<file path="src/rtl/ddr3_init_seq.sv">
// DDR3 power-up sequencer: RESET# hold, CKE wait, tXPR, MR2/MR3/MR1/MR0 + ZQCL per rank.
// Owns the DRAM command bus until init_done; all outputs come straight from registers.
module ddr3_init_seq #(
  parameter int ADDR_BITS = 14,
  parameter int BA_BITS   = 3,
  parameter int RANKS     = 1,
  parameter int T_RESET   = 40000,
  parameter int T_CKE     = 100000,
  parameter int T_XPR     = 72,
  parameter int T_MRD     = 4,
  parameter int T_MOD     = 12,
  parameter int T_ZQINIT  = 512,
  parameter logic [ADDR_BITS-1:0] MR0 = '0,
  parameter logic [ADDR_BITS-1:0] MR1 = '0,
  parameter logic [ADDR_BITS-1:0] MR2 = '0,
  parameter logic [ADDR_BITS-1:0] MR3 = '0
) (
  input  logic                 ck,
  input  logic                 rst_n,
  input  logic                 restart,
  output logic                 ddr_rst_n,
  output logic                 cke,
  output logic [RANKS-1:0]     cs_n,
  output logic                 ras_n,
  output logic                 cas_n,
  output logic                 we_n,
  output logic [BA_BITS-1:0]   ba,
  output logic [ADDR_BITS-1:0] addr,
  output logic                 odt,
  output logic                 init_done
);

  localparam int M1    = (T_RESET > T_CKE) ? T_RESET : T_CKE;
  localparam int M2    = (T_XPR > T_MRD) ? T_XPR : T_MRD;
  localparam int M3    = (T_MOD > T_ZQINIT) ? T_MOD : T_ZQINIT;
  localparam int M4    = (M1 > M2) ? M1 : M2;
  localparam int T_MAX = (M4 > M3) ? M4 : M3;
  localparam int CW    = $clog2(T_MAX + 1);
  localparam int RW    = (RANKS > 1) ? $clog2(RANKS) : 1;
  localparam bit MULTI = (RANKS > 1);

  typedef enum logic [2:0] {
    RST_HOLD, CKE_WAIT, XPR, MRS, MWAIT, ZQCL, ZWAIT, DONE
  } state_t;

  state_t                r_state;
  logic [CW-1:0]         r_cnt;
  logic [RW-1:0]         r_rank;
  logic [1:0]            r_idx;
  logic                  r_ddr_rst_n, r_cke, r_init_done;
  logic [RANKS-1:0]      r_cs_n;
  logic                  r_ras_n, r_cas_n, r_we_n;
  logic [BA_BITS-1:0]    r_ba;
  logic [ADDR_BITS-1:0]  r_addr;
  logic                  w_expired;
  logic [1:0]            w_nxt_idx;

  assign w_expired = (r_cnt == '0);

  // Mode registers are programmed in the order 2, 3, 1, 0.
  always_comb begin
    w_nxt_idx = 2'd0;
    case (r_idx)
      2'd2:    w_nxt_idx = 2'd3;
      2'd3:    w_nxt_idx = 2'd1;
      default: w_nxt_idx = 2'd0;
    endcase
  end

  function automatic logic [ADDR_BITS-1:0] mr_val(input logic [1:0] i);
    case (i)
      2'd0:    mr_val = MR0;
      2'd1:    mr_val = MR1;
      2'd2:    mr_val = MR2;
      default: mr_val = MR3;
    endcase
  endfunction

  function automatic logic [RANKS-1:0] rank_sel(input logic [RW-1:0] r);
    rank_sel = ~(RANKS'(1) << r);
  endfunction

  always_ff @(posedge ck or negedge rst_n) begin
    if (!rst_n) begin
      r_state     <= RST_HOLD;
      r_cnt       <= CW'(T_RESET - 1);
      r_rank      <= '0;
      r_idx       <= 2'd2;
      r_ddr_rst_n <= 1'b0;
      r_cke       <= 1'b0;
      r_init_done <= 1'b0;
      r_cs_n      <= '1;
      r_ras_n     <= 1'b1;
      r_cas_n     <= 1'b1;
      r_we_n      <= 1'b1;
      r_ba        <= '0;
      r_addr      <= '0;
    end else if (restart) begin
      r_state     <= RST_HOLD;
      r_cnt       <= CW'(T_RESET - 1);
      r_rank      <= '0;
      r_idx       <= 2'd2;
      r_ddr_rst_n <= 1'b0;
      r_cke       <= 1'b0;
      r_init_done <= 1'b0;
      r_cs_n      <= '1;
      r_ras_n     <= 1'b1;
      r_cas_n     <= 1'b1;
      r_we_n      <= 1'b1;
      r_ba        <= '0;
      r_addr      <= '0;
    end else begin
      // Commands last one cycle; the bus falls back to NOP unless a state overrides it.
      r_ras_n <= 1'b1;
      r_cas_n <= 1'b1;
      r_we_n  <= 1'b1;
      r_ba    <= '0;
      r_addr  <= '0;
      if (!w_expired) r_cnt <= r_cnt - CW'(1);
      case (r_state)
        RST_HOLD: if (w_expired) begin
          r_state     <= CKE_WAIT;
          r_cnt       <= CW'(T_CKE - 1);
          r_ddr_rst_n <= 1'b1;
        end
        CKE_WAIT: if (w_expired) begin
          r_state <= XPR;
          r_cnt   <= CW'(T_XPR - 1);
          r_cke   <= 1'b1;
          r_cs_n  <= '0;
        end
        XPR: if (w_expired) begin
          r_state <= MRS;
          r_idx   <= 2'd2;
          r_cs_n  <= rank_sel(r_rank);
          r_ras_n <= 1'b0;
          r_cas_n <= 1'b0;
          r_we_n  <= 1'b0;
          r_ba    <= BA_BITS'(2);
          r_addr  <= MR2;
        end
        // Wait loads are N-2: the command cycle itself is the first of the N.
        MRS: begin
          r_state <= MWAIT;
          r_cnt   <= (r_idx == 2'd0) ? CW'(T_MOD - 2) : CW'(T_MRD - 2);
        end
        MWAIT: if (w_expired) begin
          if (r_idx == 2'd0) begin
            r_state <= ZQCL;
            r_we_n  <= 1'b0;
            r_addr  <= ADDR_BITS'(1024);
          end else begin
            r_state <= MRS;
            r_idx   <= w_nxt_idx;
            r_ras_n <= 1'b0;
            r_cas_n <= 1'b0;
            r_we_n  <= 1'b0;
            r_ba    <= BA_BITS'(w_nxt_idx);
            r_addr  <= mr_val(w_nxt_idx);
          end
        end
        ZQCL: begin
          r_state <= ZWAIT;
          r_cnt   <= CW'(T_ZQINIT - 2);
        end
        ZWAIT: if (w_expired) begin
          if (MULTI && r_rank != RW'(RANKS - 1)) begin
            r_state <= MRS;
            r_rank  <= r_rank + RW'(1);
            r_idx   <= 2'd2;
            r_cs_n  <= rank_sel(r_rank + RW'(1));
            r_ras_n <= 1'b0;
            r_cas_n <= 1'b0;
            r_we_n  <= 1'b0;
            r_ba    <= BA_BITS'(2);
            r_addr  <= MR2;
          end else begin
            r_state     <= DONE;
            r_init_done <= 1'b1;
            r_cs_n      <= '1;
          end
        end
        DONE: ;
        default: r_state <= RST_HOLD;
      endcase
    end
  end

  assign ddr_rst_n = r_ddr_rst_n;
  assign cke       = r_cke;
  assign cs_n      = r_cs_n;
  assign ras_n     = r_ras_n;
  assign cas_n     = r_cas_n;
  assign we_n      = r_we_n;
  assign ba        = r_ba;
  assign addr      = r_addr;
  assign odt       = 1'b0;
  assign init_done = r_init_done;

endmodule
</file>
<file path="config.mk">
export PLATFORM = sky130hd
export DESIGN_NAME = ddr3_init_seq
export DESIGN_NICKNAME = d
export VERILOG_FILES = /design/src/rtl/ddr3_init_seq.sv
export SDC_FILE = /design/constraint.sdc
export NUM_CORES = 1
export LEC_CHECK = 0
export ABC_AREA = 1
export CAP_MARGIN = 20
export CORE_MARGIN = 1.5
export CORE_UTILIZATION = 35
export DETAILED_ROUTE_END_ITERATION = 7
export GPL_ROUTABILITY_DRIVEN = 1
export GPL_TIMING_DRIVEN = 0
export PLACE_DENSITY = 0.52
export SETUP_SLACK_MARGIN = 0.3
export SKIP_LAST_GASP = 1
export SLEW_MARGIN = 20
export SYNTH_ARGS = -nofsm -noshare
export SYNTH_HDL_FRONTEND = slang
export SYNTH_SLANG_ARGS = --single-unit
export TNS_END_PERCENT = 10
</file>
<file path="constraint.sdc">
create_clock -name ck -period 3.79 [get_ports ck]
set_input_delay 0.379 -clock ck [delete_from_list [all_inputs] [get_ports ck]]
set_output_delay 0.379 -clock ck [all_outputs]
set_load 0.005 [all_outputs]
</file>
== Word-level counts from Yosys, hierarchy flattened ==
Cells that the tools add are included.
Widths: inputs -> output; s select.

* Register bits: 45
* Input bits: 3

* Reductions and logical operators: 18
* Multiplexer cells: 46
* Equality and inequality tests: 14
* Add/sub/neg operators: 1

{| class="wikitable"
|+ Operator list
! kind !! number
|-
| $mux 17 || 4
|-
| $pmux 17 s4 || 1
|-
| $mux 11 || 4
|-
| $mux 3 || 7
|-
| $pmux 3 s7 || 1
|-
| $ne 3x3->1 const B || 6
|-
| $logic_not 17->1 || 1
|-
| $sub 17x1->17 const B || 1
|-
| $mux 2 || 8
|-
| $mux 1 || 15
|-
| $pmux 2 s2 || 3
|-
| $eq 3x3->1 const B || 3
|-
| $reduce_and 4->1 || 2
|-
| $reduce_bool 2->1 || 4
|-
| $reduce_bool 8->1 || 1
|-
| $eq 3x2->1 const B || 2
|-
| $reduce_and 2->1 || 3
|-
| $reduce_and 6->1 || 1
|-
| $eq 2x2->1 const B || 2
|-
| $mux 4 || 1
|-
| $pmux 1 s2 || 2
|-
| $reduce_bool 4->1 || 1
|-
| $reduce_or 2->1 || 2
|-
| $eq 3x1->1 const B || 1
|-
| 3 further kinds || 3
|}

== Depth between registers and ports, before layout ==
Gate-level depths: netlist (run 1).

* Depth in word-level cells: 6
* Depth in mapped cells: 13
* Depth with buffers taken out: 13

== Worst setup path after synthesis (run 1) ==
No wires, ideal clock.

* Kind: reg-to-reg
* Start point: register r_cnt[0]
* End point: register r_cnt[0]
* Data required time: 3.701 ns
* Setup slack: 2.225 ns
* Stages on the path, launching flop included: 11
* Setup time: 0.089 ns
* Buffers on the path: 0
* Arrival time: 1.475 ns
* Path through: dfstp_2 > inv_1 > ha_1 > inv_1 > nor2_1 > nand2_2 > nor2_8 > nand2_8 > ha_1 > nand2_1 > o211ai_1

* Longest elaborated chain between the ends: 5
* Elaborated cells on any way between the ends: 7
* Those cells by class: 1 x add/sub; 5 x mux; 1 x reduce/logical

{| class="wikitable"
|+ Ends and longest elaborated chain
! element !! line !! text
|-
| from (decl) || 47 || <nowiki>logic [CW-1:0] r_cnt;</nowiki>
|-
| from (signal assigned) || 86 || <nowiki>r_cnt <= CW'(T_RESET - 1);</nowiki>
|-
| from (signal assigned) || 100 || <nowiki>r_cnt <= CW'(T_RESET - 1);</nowiki>
|-
| from (signal assigned) || 119 || <nowiki>if (!w_expired) r_cnt <= r_cnt - CW'(1);</nowiki>
|-
| $sub 17x1->17 or $logic_not 17->1 (tied branches) || 119, 58 ||
|-
| $mux 17 || 119 ||
|-
| $mux 17, on equally long branches || 126, 121 ||
|-
| $pmux 17 s4 (*) || 120 || <nowiki>case (r_state)</nowiki>
|-
| $mux 17 (*) || 98 || <nowiki>end else if (restart) begin</nowiki>
|}

Mark *: on every way between the ends. The rest lies on a longest branch, timed or not.
A chain may end at the register's enable or synchronous reset.

== Worst setup path in the final report (run 1) ==
* Start point: register r_cnt[0]
* End point: register r_cnt[13]

The elaborated chain is that of the path after synthesis.

==> impl_metrics.toml, run 1 <==
[setup_path]
reg2reg_to = "r_cnt[13]"
reg2reg_from = "r_cnt[0]"
ff2ff_path_depth = 11
cp_max_fo = 10
rrSetupSlack_ns = 1.94
crit_required_ns = 4.01
cp-end-kind = "flip-flop"
worstPathArrival_ns = 2.07
start_kind = "flip-flop"
setup.worst_path.class = "reg -> reg"

[sta]
finalHoldViolCount = 0
skew_ns = 0.00542
hold_ws_ns = 0.0163
final_max_slew_viol_count = 0
setup_viol = 0
max_freq_mhz = 540
fin_crit_ns = 1.85
tns_ns = 0
finalCritPeriodShare = 0.489
grt_setup_unrepaired = "false"

[global_routing]
grt_max_degree = 18
grt_util_met2 = 0.277
use_met3 = 0.0281
grt_use_met1 = 0.231
grt_pass1_wl_um = 8480
grt.total_usage = 0.171
grt.overflow.total = 0
antenna_found_initial = 0
grt_pass1_vias = 1774
grt_busiest_layer = "met2"

[detailed_routing]
wl_per_cell_um = 12.7
drt_wl_total_um = 5020
drt_iter0_drc = 49
dr_total_vias = 1840
dr.pass1.iters = 4
viasPerCell = 4.67
ant_nets = 0
drc_errors = 0

[synth]
synthTopCellsByArea = "dfrtp_1 (20%), dfstp_2 (17%), nand2_1 (13%)"
ys_seq_area_frac = 0.369
synth_fa_ha_area_frac = 0.0175
synth_top_family_by_area = "simple AND/OR/NAND/NOR gates"
synthesis.instances = 284
synth_compound_area_frac = 0.0681
synth-edff-count = 0
yosysWarnings = 0
async_flop_share = 1.00
synth_top_cells_by_count = "nand2_1 (72), nor2_1 (28), nand3_1 (26)"
netlist_area_sq_mm = 0.00215
post-synth-top-area-cell = "dfrtp_1"
synth_simple_gate_area_frac = 0.399
synth_ff_type = "dfrtp_1"
synth_top_area_frac = 0.198
synth.most_common_cell = "nand2_1"
synth_cell_types = 36
syn_avg_cell_area_sq_um = 7.57
synth-seq-cells = 31
synth_xor_xnor_area_share = 0.0285
synthMuxAreaShare = 0

[power_and_ir_drop]
p_int_mw = 0.579
p_clk_frac = 0.456
ir_worst_vdd_uv = 178
p_total_mw = 0.744
combPwrFrac = 0.082
power_density_mw_per_mm2 = 291
p_leak_nw = 1.27
seqPwrFrac = 0.462
netSwitchingFraction = 0.222
switchingPower_mw = 0.165

[cells_and_area]
area_delta_synth_final_pct = 18.9
layoutNonFillerInstCount = 394
fill_cells = 625
drive_gt1_frac = 0.245
n_antenna_cell = 0
nNetsFinal = 324

[clock_network]
cts_resized = 0
hold_buffers = 0
clk_pin_slew_ns = 0.07
cts.sinks = 31
root_buffer = "clkbuf_8"
cts_buffers = 5
htree_levels = 2
cts_tree = "built"
insertion_delay_ns = 0.28
cts_buffer_depth = 2
post_cts_buffers = 0

[floorplanning]
num_rows = 28
dieWidth_um = 81.4
dieArea_sq_mm = 0.00662
coreArea_sq_mm = 0.00592
initial_utilization = 0.363
pin_count = 28
die_y_um = 81.4

[placed_design]
port_buffers = 12
gp_congestion = 0.809
dp_hpwl_um = 3930
place_inst = 386

[run]
drv_cap = 0

[status]
status = "finished, final reports clean"

[worst_hold_path]
hp-class = "in -> async"
## registers in the layout, summed over array words and instances (netlist names), 2 cells and up
name	count
r_idx	2
r_cnt	17
ba	2
r_state	3
## kinds of logic after synthesis
group	Yosys count
and+or+nand+nor	169
xor gates and xnor gates	7
AOI/OAI and AO/OA	25
other	1
DFF	31
buffers and inverters	48
adders and majority gates	3
## power groups by stage
| stage | clock, mW | combinational, mW | sequential (mW) |
|---|---|---|---|
| final | 0.339 | 0.0614 | 0.343 |
| after detailed placement | 0 | 0.0612 | 0.349 |
| after floorplan | 0 | 0.0377 | 0.349 |
| after global placement | 0 | 0.0578 | 0.349 |
| after CTS | 0.349 | 0.0618 | 0.343 |
| after global routing | 0.363 | 0.0695 | 0.344 |
## area by class of cell
cell class / instances / area, sq um / area share
plain buffers: 20 / 143 / 0.0558
flip-flops and latches: 31 / 793 / 0.310
multi-input cells: 219 / 1160 / 0.454
repair buffers: 13 / 143 / 0.0558
clock buffers: 6 / 82.6 / 0.0323
clock inverters: 2 / 35.0 / 0.0137
well taps: 75 / 93.8 / 0.0367
inverters: 28 / 108 / 0.0421
## stage by stage
stage | setup WS (ns) | instance area (sq um) | util
4_1_cts | 1.93 | 2560 | 0.432
6_report | 1.94 | 2560 | 0.432
2_1_floorplan | 2.23 | 2200 | -
3_3_place_gp | 1.68 | 2420 | 0.408
5_1_grt | 1.77 | 2560 | 0.432
3_5_place_dp | 1.83 | 2440 | 0.412
## per-layer routing
metal  part of all wire  wire (um)
met1               0.49       2450
met3              0.036        179
met5                  0          0
met2               0.46       2290
met4              0.019         93
## worst max-delay path, cell delays in order, from the launching register on
cell and delay (ns):
dfstp_2 0.54, inv_1 0.08, ha_1 0.22, inv_1 0.06, nor2_1 0.05, nand2_2 0.11, nor2_8 0.06, nand2_8 0.10
nand2_1 0.10, o21ai_1 0.20, nand2_1 0.14, nor2_1 0.13
## worst max-delay path by stage
stage	slack (ns)	startpoint	to	cells after the start
floorplan	2.23	r_cnt[0]	r_cnt[0]	10
global placement	1.68	rst_n	r_state[1]	1
detailed placement	1.83	restart	r_cnt[14]	6
CTS	1.93	r_cnt[0]	r_cnt[13]	11
global route	1.77	r_cnt[0]	r_cnt[13]	11
finish	1.94	r_cnt[0]	r_cnt[13]	11
## cells in the final DEF (no fill, tap or decap), drive strengths merged
| cell | count |
|---|---|
| a21boi | 1 |
| a21oi | 8 |
| a31o | 1 |
| a31oi | 1 |
| buf | 22 |
| bufinv | 1 |
| clkbuf | 6 |
| clkdlybuf4s50 | 11 |
| clkinv | 1 |
| conb | 15 |
| dfrtp | 17 |
| dfstp | 14 |
| ha | 3 |
| inv | 28 |
| nand2 | 83 |
| nand3 | 29 |
| nand3b | 3 |
| nand4 | 7 |
| nor2 | 40 |
| nor3 | 6 |
| o211a | 1 |
| o211ai | 1 |
| o21ai | 11 |
| o21bai | 1 |
| or2 | 1 |
| xnor2 | 3 |
| xor2 | 4 |
Power figures use the tool's default switching activity.
==> inputs of run 2 (changes only) <==
clock period = 1.72 ns   (was 3.79 ns; I/O delays follow)
==> impl_metrics.toml, run 2 (synthesized netlist as in run 1, its figures left out) <==
[floorplanning]
coreArea_sq_mm = 0.00592
num_rows = 28
initial_utilization = 0.363
dieWidth_um = 81.4
die_y_um = 81.4
pin_count = 28
dieArea_sq_mm = 0.00662

[setup_path]
crit_path_end = "r_cnt[8]"
cp-end-kind = "flip-flop"
reg2reg_from = "r_cnt[0]"
crit_start = "r_cnt[0]"
worstPathArrival_ns = 1.79
start_kind = "flip-flop"
setup.worst_path.class = "reg -> reg"
crit_required_ns = 1.93
reg2reg_to = "r_cnt[8]"
ff2ff_path_depth = 11
rrSetupSlack_ns = 0.14
cp_max_fo = 4

[detailed_routing]
ant_nets = 0
dr.pass1.iters = 4
drt_iter0_drc = 76
viasPerCell = 4.67
drc_errors = 0
drt_wl_total_um = 5340
dr_total_vias = 1901
wl_per_cell_um = 13.1

[cells_and_area]
nNetsFinal = 337
layout_common_cells = "nand2_1 (68), buf_4 (28), nand3_1 (25)"
drive_gt1_frac = 0.325
reg_top3 = "r_cnt: 17 flops, r_state: 3 flops"
finish.utilization = 0.461
largest_reg_flops = 17
n_antenna_cell = 0
area_delta_synth_final_pct = 26.9
max_flop_register = "r_cnt"
layoutNonFillerInstCount = 407
final_common_cell = "nand2_1"

[global_routing]
grt.total_usage = 0.183
grt_pass1_wl_um = 9020
grt_pass1_vias = 1843
grt_max_degree = 27
antenna_found_initial = 0
grt.overflow.total = 0

[power_and_ir_drop]
p_clk_frac = 0.390
switchingPower_mw = 0.399
p_leak_nw = 1.34
p_int_mw = 1.10
seqPwrFrac = 0.504
ir_worst_vdd_uv = 325
power_density_mw_per_mm2 = 551
netSwitchingFraction = 0.265
combPwrFrac = 0.105

[clock_network]
cts_buffer_depth = 2
cts_buffers = 5
htree_levels = 2
cts.sinks = 31
root_buffer = "clkbuf_8"
cts_tree = "built"
clk_pin_slew_ns = 0.07
insertion_delay_ns = 0.29

[sta]
finalCritPeriodShare = 0.921
setup_viol = 0
max_freq_mhz = 632
final_max_slew_viol_count = 0
worst_slack_ns = 0.137
skew_ns = 0.00600
grt_setup_unrepaired = "true"
fin_crit_ns = 1.58
hold_ws_ns = 0.241
tns_ns = 0
finalHoldViolCount = 0

[placed_design]
port_buffers = 12
gp_congestion = 0.822
pre_cts_ws_ns = -0.0838
dp_hpwl_um = 3900
place_inst = 386

[status]
status = "finished, final reports clean"

[worst_hold_path]
hp-class = "in -> async"

[run]
drv_cap = 0
-- run 2: worst min path at each step --
| stage | from | endpoint | slack [ns] | cells after the start |
|---|---|---|---|---|
| 3_5_place_dp | rst_n | r_cnt[14] | 0.02 | 1 |
| 4_1_cts | rst_n | r_cnt[14] | 0.24 | 2 |
| 5_1_grt | rst_n | r_cnt[14] | 0.27 | 2 |
| 2_1_floorplan | rst_n | addr[10] | -0.12 | 0 |
| 6_report | rst_n | r_cnt[14] | 0.24 | 2 |
| 3_3_place_gp | init_done | init_done | 0.48 | 2 |
-- run 2: timing repair --
item,4_1_cts,5_1_grt
hold buffers,1,0
buffers inserted,9,2
cloned,1,0
pin swaps,5,0
setup endpoints to repair,35,34
endpoints found under the hold margin,20,0
resized for setup,14,2
-- run 2: per-stage QoR --
step | total power [mW] | cell area [sq um]
3_5_place_dp | 0.909 | 2470
4_1_cts | 1.51 | 2710
3_3_place_gp | 0.904 | 2450
5_1_grt | 1.58 | 2730
2_1_floorplan | 0.858 | 2240
6_report | 1.50 | 2730
-- run 2: worst max-delay path, stage by stage, from the launching register on --
cell and delay, ns:
dfstp_2 0.56, inv_4 0.05, ha_4 0.15, inv_2 0.06
nor2_4 0.04, nand2_4 0.08, nor2_8 0.05, nand2_4 0.10
nand2_2 0.10, nand2_2 0.09, nand2_1 0.06, a31oi_1 0.16
-- run 2: area by class of cell --
| type | instances | area, sq um |
|---|---|---|
| Fill cell | 586 | 3190 |
| Multi-Input combinational cell | 220 | 1260 |
| Tap cell | 75 | 93.8 |
| Timing Repair Buffer | 25 | 239 |
| Buffer | 20 | 145 |
| Sequential cell | 31 | 793 |
| Inverter | 28 | 110 |
| Clock inverter | 3 | 20.0 |
| Clock buffer | 5 | 68.8 |
-- run 2: metal layers --
metal,up-vias,global-route usage,wire length [um]
li1,977,-,-
met1,871,0.234,2450
met2,44,0.297,2540
met3,9,0.0427,261
met4,0,0.0724,85
met5,-,0,0
-- run 2: power groups by stage --
stage / combinational (mW) / sequential, mW / clock (mW)
finish: 0.158 / 0.758 / 0.587
global route: 0.178 / 0.759 / 0.641
CTS: 0.150 / 0.758 / 0.606
detailed placement: 0.138 / 0.771 / 0
global placement: 0.134 / 0.771 / 0
floorplan: 0.0886 / 0.770 / 0
